### config.mk
export PLATFORM = sky130hd
export DESIGN_NAME = apb_slave_regfile
export DESIGN_NICKNAME = d
export VERILOG_FILES = /design/src/rtl/apb_regfile_pkg.sv /design/src/rtl/apb_slv_wait_ctr.sv /design/src/rtl/apb_slave_regfile.sv
export SDC_FILE = /design/constraint.sdc
export NUM_CORES = 1
export LEC_CHECK = 0
export BUFFER_PORTS_ARGS = -buffer_cell sky130_fd_sc_hd__buf_2
export CAP_MARGIN = 5
export CORE_MARGIN = 3
export CORE_UTILIZATION = 50
export DETAILED_ROUTE_END_ITERATION = 16
export PLACE_DENSITY_LB_ADDON = 0.15
export SYNTH_ARGS = -nofsm -noshare
export SYNTH_HDL_FRONTEND = slang
export SYNTH_SLANG_ARGS = --single-unit
### constraint.sdc
create_clock -name clk -period 4.5 [get_ports clk]
set_clock_uncertainty 0.2 [all_clocks]
set_input_delay 0.225 -clock clk [delete_from_list [all_inputs] [get_ports clk]]
set_output_delay 0.225 -clock clk [all_outputs]
set_load 0.02 [all_outputs]
### src/rtl/apb_regfile_pkg.sv
// Shared types and constants for the APB register-file completer.
package apb_regfile_pkg;

   typedef enum logic {
      IDLE,
      ACCESS
   } state_t;

   localparam int unsigned APB_ADDR_W = 32;
   localparam int unsigned APB_DATA_W = 32;
   localparam int unsigned CTRL_IDX   = 0;

   localparam logic [APB_DATA_W-1:0] ID_VALUE_DEF = 32'hA9B0_0001;

endpackage

### src/rtl/apb_slv_wait_ctr.sv
// Wait-state down-counter: loads on the setup edge, decrements during ACCESS, flags zero.
module apb_slv_wait_ctr #(
   parameter int unsigned Width   = 2,
   parameter int unsigned LoadVal = 2
) (
   input  logic clk,
   input  logic reset,
   input  logic load_i,
   input  logic dec_i,
   output logic zero_o
);

   logic [Width-1:0] cnt_q, cnt_d;

   always_comb begin
      cnt_d = cnt_q;
      if (load_i) begin
         cnt_d = Width'(LoadVal);
      end else if (dec_i && (cnt_q != '0)) begin
         cnt_d = cnt_q - 1'b1;
      end
   end

   always_ff @(posedge clk or posedge reset) begin
      if (reset) begin
         cnt_q <= '0;
      end else begin
         cnt_q <= cnt_d;
      end
   end

   assign zero_o = (cnt_q == '0);

endmodule

### src/rtl/apb_slave_regfile.sv
// APB3 completer with CTRL/scratch/ID register bank. Optional wait states when
// APB_SLV_WAIT_EN is defined.
module apb_slave_regfile
   import apb_regfile_pkg::*;
#(
   parameter int unsigned              NUM_REGS    = 4,
   parameter logic [APB_ADDR_W-1:0]    BASE_ADDR   = '0,
   parameter logic [APB_DATA_W-1:0]    ID_VALUE    = ID_VALUE_DEF,
   parameter int unsigned              WAIT_CYCLES = 2
) (
   input  logic                  clk,
   input  logic                  reset,
   input  logic                  psel_i,
   input  logic                  penable_i,
   input  logic [APB_ADDR_W-1:0] paddr_i,
   input  logic                  pwrite_i,
   input  logic [APB_DATA_W-1:0] pwdata_i,
   output logic                  pready_o,
   output logic [APB_DATA_W-1:0] prdata_o,
   output logic                  pslverr_o,
   output logic [APB_DATA_W-1:0] ctrl_o
);

   localparam int unsigned IDX_W = $clog2(NUM_REGS);

   state_t                  state_q, state_d;
   logic                    write_q, write_d;
   logic                    err_q, err_d;
   logic [IDX_W-1:0]        idx_q, idx_d;
   logic [APB_DATA_W-1:0]   wdata_q, wdata_d;
   logic [APB_DATA_W-1:0]   prdata_q, prdata_d;
   logic [APB_DATA_W-1:0]   regs_q [NUM_REGS];

   logic [APB_ADDR_W-1:0]   offset;
   logic [IDX_W-1:0]        idx_s;
   logic                    err_s;
   logic [APB_DATA_W-1:0]   rd_val;
   logic                    setup;
   logic                    in_access;
   logic                    cnt_zero;
   logic                    reg_we;

   assign offset    = paddr_i - BASE_ADDR;
   assign idx_s     = offset[IDX_W+1:2];
   assign err_s     = (paddr_i[1:0] != 2'b00)
                    | (offset >= APB_ADDR_W'(NUM_REGS * 4))
                    | (pwrite_i & (idx_s == IDX_W'(NUM_REGS - 1)));
   assign rd_val    = (idx_s == IDX_W'(NUM_REGS - 1)) ? ID_VALUE : regs_q[idx_s];
   assign setup     = (state_q == IDLE) & psel_i & ~penable_i;
   assign in_access = (state_q == ACCESS);

`ifdef APB_SLV_WAIT_EN
   localparam int unsigned CNT_W = (WAIT_CYCLES > 0) ? $clog2(WAIT_CYCLES + 1) : 1;

   apb_slv_wait_ctr #(
      .Width   (CNT_W),
      .LoadVal (WAIT_CYCLES)
   ) u_wait_ctr (
      .clk    (clk),
      .reset  (reset),
      .load_i (setup),
      .dec_i  (in_access & psel_i & penable_i),
      .zero_o (cnt_zero)
   );
`else
   logic unused_wait_cycles;
   assign unused_wait_cycles = ^WAIT_CYCLES;
   assign cnt_zero = 1'b1;
`endif

   always_comb begin
      state_d  = state_q;
      write_d  = write_q;
      err_d    = err_q;
      idx_d    = idx_q;
      wdata_d  = wdata_q;
      prdata_d = prdata_q;
      reg_we   = 1'b0;
      unique case (state_q)
         IDLE: begin
            if (setup) begin
               state_d  = ACCESS;
               write_d  = pwrite_i;
               wdata_d  = pwdata_i;
               idx_d    = idx_s;
               err_d    = err_s;
               prdata_d = (!pwrite_i && !err_s) ? rd_val : '0;
            end
         end
         ACCESS: begin
            if (!psel_i) begin
               state_d = IDLE;
            end else if (penable_i && cnt_zero) begin
               reg_we  = write_q & ~err_q;
               state_d = IDLE;
            end
         end
         default: state_d = IDLE;
      endcase
   end

   always_ff @(posedge clk or posedge reset) begin
      if (reset) begin
         state_q  <= IDLE;
         write_q  <= 1'b0;
         err_q    <= 1'b0;
         idx_q    <= '0;
         wdata_q  <= '0;
         prdata_q <= '0;
      end else begin
         state_q  <= state_d;
         write_q  <= write_d;
         err_q    <= err_d;
         idx_q    <= idx_d;
         wdata_q  <= wdata_d;
         prdata_q <= prdata_d;
      end
   end

   // The last slot is the read-only ID and is never written; it stays at reset value.
   always_ff @(posedge clk or posedge reset) begin
      if (reset) begin
         for (int i = 0; i < NUM_REGS; i++) begin
            regs_q[i] <= '0;
         end
      end else if (reg_we) begin
         for (int i = 0; i < NUM_REGS - 1; i++) begin
            if (idx_q == IDX_W'(i)) begin
               regs_q[i] <= wdata_q;
            end
         end
      end
   end

   // Gated by psel_i so an aborted transfer never shows a completion.
   assign pready_o  = in_access & psel_i & cnt_zero;
   assign pslverr_o = pready_o & err_q;
   assign prdata_o  = prdata_q;
   assign ctrl_o    = regs_q[CTRL_IDX];

endmodule

======== Word-level counts from Yosys, hierarchy flattened ========
Index checks and enable logic that the tools add are counted.
storage, ports and cells
  bits in registers ....................... 165
  bits of input ports ..................... 69
  output and inout bits ................... 66
cells by class
  multiplexer cells ....................... 12
  eq/ne operators ......................... 3
  order comparisons ....................... 2
  reductions and logical operators ........ 9
  bitwise gates (word level) .............. 12
operators with widths
  cell                   count
  $mux W32               4
  $bmux W32 S2           1
  $ge A32 B5 Y1 const B  1
  $reduce_and A2 Y1      4
  $and A1 B1 Y1          6
  $mux W1                6
  $eq A2 B2 Y1 const B   2
  $ge A3 B3 Y1 const B   1
  $not A1 Y1             3
  $not A2 Y3             1
  $eq A2 B1 Y1 const B   1
  $logic_not A1 Y1       2
  $logic_not A2 Y1       1
  $or A1 B1 Y1           2
  $pmux W1 S2            1
  $reduce_bool A2 Y1     1
  $logic_and A1 B1 Y1    1

======== Logic depth before layout (Yosys ltp) ========
  depth in word-level cells ............... 6
  gate-level depth with buffers ........... 6
  depth with buffers taken out ............ 4

======== Worst setup path before layout ========
No wires, ideal clock.
  path kind ............................... register -> register
  start ................................... register err_q
  end ..................................... register regs_q[84] (netlist name)
  data required time ...................... 4175 ps
  stages on the path, launching flop included .. 5
  setup time .............................. 125 ps
  path slack .............................. 2632 ps
  arrival ................................. 1543 ps
  clock period less this slack ............ 1868 ps
  cell sequence ........................... dfrtp_1 nand3b_2 nor4b_4 buf_4 mux2_2
between the ends
  word-level cells in the longest chain between the ends .. 6
RTL lines
  what                                line                      RTL
  start, declared                     apb_slave_regfile.sv:28   logic err_q, err_d;
  start signal, assigned              apb_slave_regfile.sv:113  err_q <= err_d;
  $not A1 Y1                          apb_slave_regfile.sv:94   reg_we = write_q & ~err_q;
  $and A1 B1 Y1                       apb_slave_regfile.sv:94
  $mux W1                             apb_slave_regfile.sv:93   end else if (penable_i && cnt_zero) begin
  $mux W1                             apb_slave_regfile.sv:91   if (!psel_i) begin
  $mux W1                             apb_slave_regfile.sv:79   unique case (state_q)
  $reduce_and A2 Y1 (no source line)  -
  end signal, assigned by index       apb_slave_regfile.sv:129  regs_q[i] <= wdata_q;
  end, declared                       apb_slave_regfile.sv:32   logic [APB_DATA_W-1:0] regs_q [NUM_REGS];
No other way between the ends.
A chain may end at the register's enable or synchronous reset.

======== Worst setup path after layout ========
  start ................................... register err_q
  end ..................................... register regs_q, in the netlist ctrl_o[11]
The elaborated chain is that of the path after synthesis.

==> results.md <==
* Outcome: complete, no violations
* CTS tree: done
* I/O pin total at 135
* Top-area cell type share of the netlist area at 0.559
* Least-Margin Pin Slew at ~1.0 ns
* Net Sw Frac at 0.225
* Non-Filler Instances at around 950
* Nets at around 820
* First-pass GRT wire length at 26300 µm
* FF-to-FF End: ctrl_o[11]
* Critical path's largest stage delay at approximately 0.54 ns
* Aggregate global routing overflow at 0
* Synth area leader: dfrtp_1
* Logic pwr share at 0.065
* Register area share after synthesis at 0.559
* CTS Buf Count at 17
* Drt drc at 0
* Crit path max fanout at 25
* CP Launch Type: register
* Top Family by Delay on Critical Path: simple AND/OR/NAND/NOR gates
* Setup ws final at 2.05 ns
* Root buf cell: clkbuf_16
* Static leakage at around 4.7 nW
* Total instance count after detailed placement at between 800 and 900
* CP Cell Sequence: nand3b_2 > nor4_4 > buf_4 > mux2_2
* Total stage count of the critical path at 4
* Clk slew on worst S/H paths at ~0.06 ns
* Worst endpoint data arrival time at between 2 and 3 ns
* Layout cells sized above 1 at 0.395
* WHS at 0.171 ns
* FILL cells at 1149
* # setup viols final at 0
* Largest net degree at the start of global routing at 70
* Tot GR Track Use at 0.205
* Mux contribution to synthesized area at 0.190
* Vias after detailed routing at between 5000 and 6000
* Setup tns final at 0 ns
* Synthesized net count at 690
* WS Path Type: reg -> reg
* Worst Path Buf+Inv at 1
* Worst-case clock buffer depth at 2
* Pre-CTS WS at about 2.0 ns
* Worst skew pair latency at between 0.4 and 0.5 ns
* R2R Setup Slk at approximately 2.1 ns
* Setup crit end: ctrl_o[11]
* Final Hold Vio Count at 0
* Largest family of logic cells by synthesized area: multiplexers
* Sequential power share at 0.478
* ANT cells at 0
* Die Area at 16300 µm²
* Post-synthesis compound-gate area fraction at 0.0802
* Crit path time final at 2.45 ns
* Power Dens Cells at 374 nW/µm²
* Vias in the first global route at 5236
* Switch Pwr at around 0.00075 W
* Internal at 0.00259 W
* Worst Setup SP: err_q
* Cells after Synth at approximately 620
* Slew headroom at 0.327
* Adder-cell share of the synthesized area at 0
* DR WL/cell at ~17 µm
* Worst Hold Class: in -> reg
* RSZ-0062 raised after global routing: false
* Routed wire length at about 16000 µm
* Row count at 43
* Worst Setup End Kind: register
* FF-to-FF Start: err_q
* Main synth FF type: dfrtp_1
* Core area at 14100 µm²
* GPL Wtd Cong at approximately 0.73
* Critical-path top delay cell: nor4_4
* Hpwl dp at about 9700 µm
* Post-synth EDFFs at 0
* Tcrit/Tclk final at 0.544
* Die Span Y at 128 µm
* TritonRoute pass-1 iters at 4
* Yosys synthesis warning count at 32
* Synthesized flop and latch total at around 170
* Die Width at between 100 and 150 µm
* DRT iter0 DRCs at 289
* Initial antenna violation count at 0
* R2r worst-path depth at 4
* Max cap viols at 0
* Slew Limit Fails at 0
* Clk sinks at 165
* Synth Area in Simple Gates at 0.111
* H-tree lvl count at 4
* ANT nets after route at 0
* Ranking of synthesized cells by area: dfrtp_1 56%, mux2_2 14%, nand2_1 8.3%, mux2i_1 4.3%, buf_4 3.9%
* Port buffer count at ~130
* Number of vias per cell at roughly 5.3
* Clock power frac at 0.457
* Setup bufs post-CTS at 0
* Syn Area/Cell at between 10 and 15 µm²
* Mapped Area at between 7000 and 8000 µm²
* CP required at between 4 and 5 ns
* Post-synthesis xor/xnor area fraction at 0
* Fmax at slightly above 400 MHz
* Async S/R FF share, synth at 1.00
* Maximum VDD drop at 0.261 mV
* Area Growth Syn to Fin at 21.2%
* Cell variety after synth at 31
* PostCTS Resize Cnt at 0
* Hold_buf cts at 38
* Initial core utilization at 0.522
==> synth_stat cells, types with 2 or more instances <==
master    instances
and3_1            2
buf_1             5
buf_2             7
buf_4            38
buf_6             3
clkbuf_1         16
dfrtp_1         165
inv_1             2
mux2_1            7
mux2_2           89
mux2i_1          32
nand2_1         163
nor4_1            6
o21a_1            8
o21ai_0          10
o21ai_2          30
o22a_1           24
==> state kept, by name, indices dropped and copies added, names as in the netlist <==
signal / cells
idx_q: 2
wdata_q: 32
ctrl_o: 32
write_q: 1
prdata_o: 32
err_q: 1
in_access: 1
regs_q: 64
==> layer usage <==
metal / global-route usage / vias to the layer above / routed length, µm
met1: 0.271 / 2513 / 7200
met5: 0 / - / 0
met3: 0.0493 / 12 / 718
met2: 0.342 / 128 / 7830
met4: 0.0543 / 0 / 156
li1: - / 2368 / -
==> layout by cell type (no fill, tap or decap), types with 9 or more instances in the layout <==
cell and instances:
buf_4 9, clkbuf_16 17, buf_2 133, dfrtp_1 165, nand2_1 162, mux2i_1 32, dlygate4sd3_1 38, o22a_1 24
o21ai_0 10, o21ai_2 30, mux2_2 89
==> worst reg2reg max path, delay by kind of cell, from the launching register on <==
| kind | cells | cell delay (ns) |
|---|---|---|
| AND/OR/NAND/NOR | 2 | 0.82 |
| multiplexers | 1 | 0.41 |
| flip-flops | 1 | 0.39 |
| buffers and inverters | 1 | 0.51 |
==> cells by family after synthesis <==
group                  after synthesis
buffers and inverters               71
AOI/OAI and AO/OA                   73
DFF                                165
and+or+nand+nor                    184
muxes                              128
==> through the flow <==
stage | instance area (µm²) | utilization | power [W]
CTS | 8950 | 0.633 | 0.00338
global route | 8950 | 0.633 | 0.00348
detailed placement | 7940 | 0.561 | 0.00182
global placement | 7940 | 0.561 | 0.00181
finish | 8950 | 0.633 | 0.00335
floorplan | 7390 | - | 0.00174
==> worst min path at each step <==
stage,from,to,slack (ns),depth (start not counted)
2_1_floorplan,penable_i,in_access,0.10,1
3_3_place_gp,pwdata_i[6],wdata_q[6],0.21,3
3_5_place_dp,pwdata_i[8],wdata_q[8],0.22,3
5_1_grt,paddr_i[17],err_q,0.18,4
4_1_cts,paddr_i[16],err_q,0.17,4
6_report,paddr_i[16],err_q,0.17,4
==> power groups by stage <==
stage | Sequential, W | Clock [W] | Combinational [W]
5_1_grt | 0.00161 | 0.00162 | 0.000248
3_3_place_gp | 0.00162 | 0 | 0.000191
2_1_floorplan | 0.00161 | 0 | 0.000133
4_1_cts | 0.00160 | 0.00156 | 0.000221
3_5_place_dp | 0.00163 | 0 | 0.000196
6_report | 0.00160 | 0.00153 | 0.000217
==> area by class of cell <==
cell class                 count  area (µm²)  share of cell area
clock inverter                12         176              0.0197
multi-input combinational    385        2820               0.315
clock buffer                  20         457              0.0510
timing repair buffer         181        1130               0.127
sequential                   165        4130               0.461
tap                          180         225              0.0252
inverter                       2        11.3             0.00126
(Power assumes the default switching activity.)
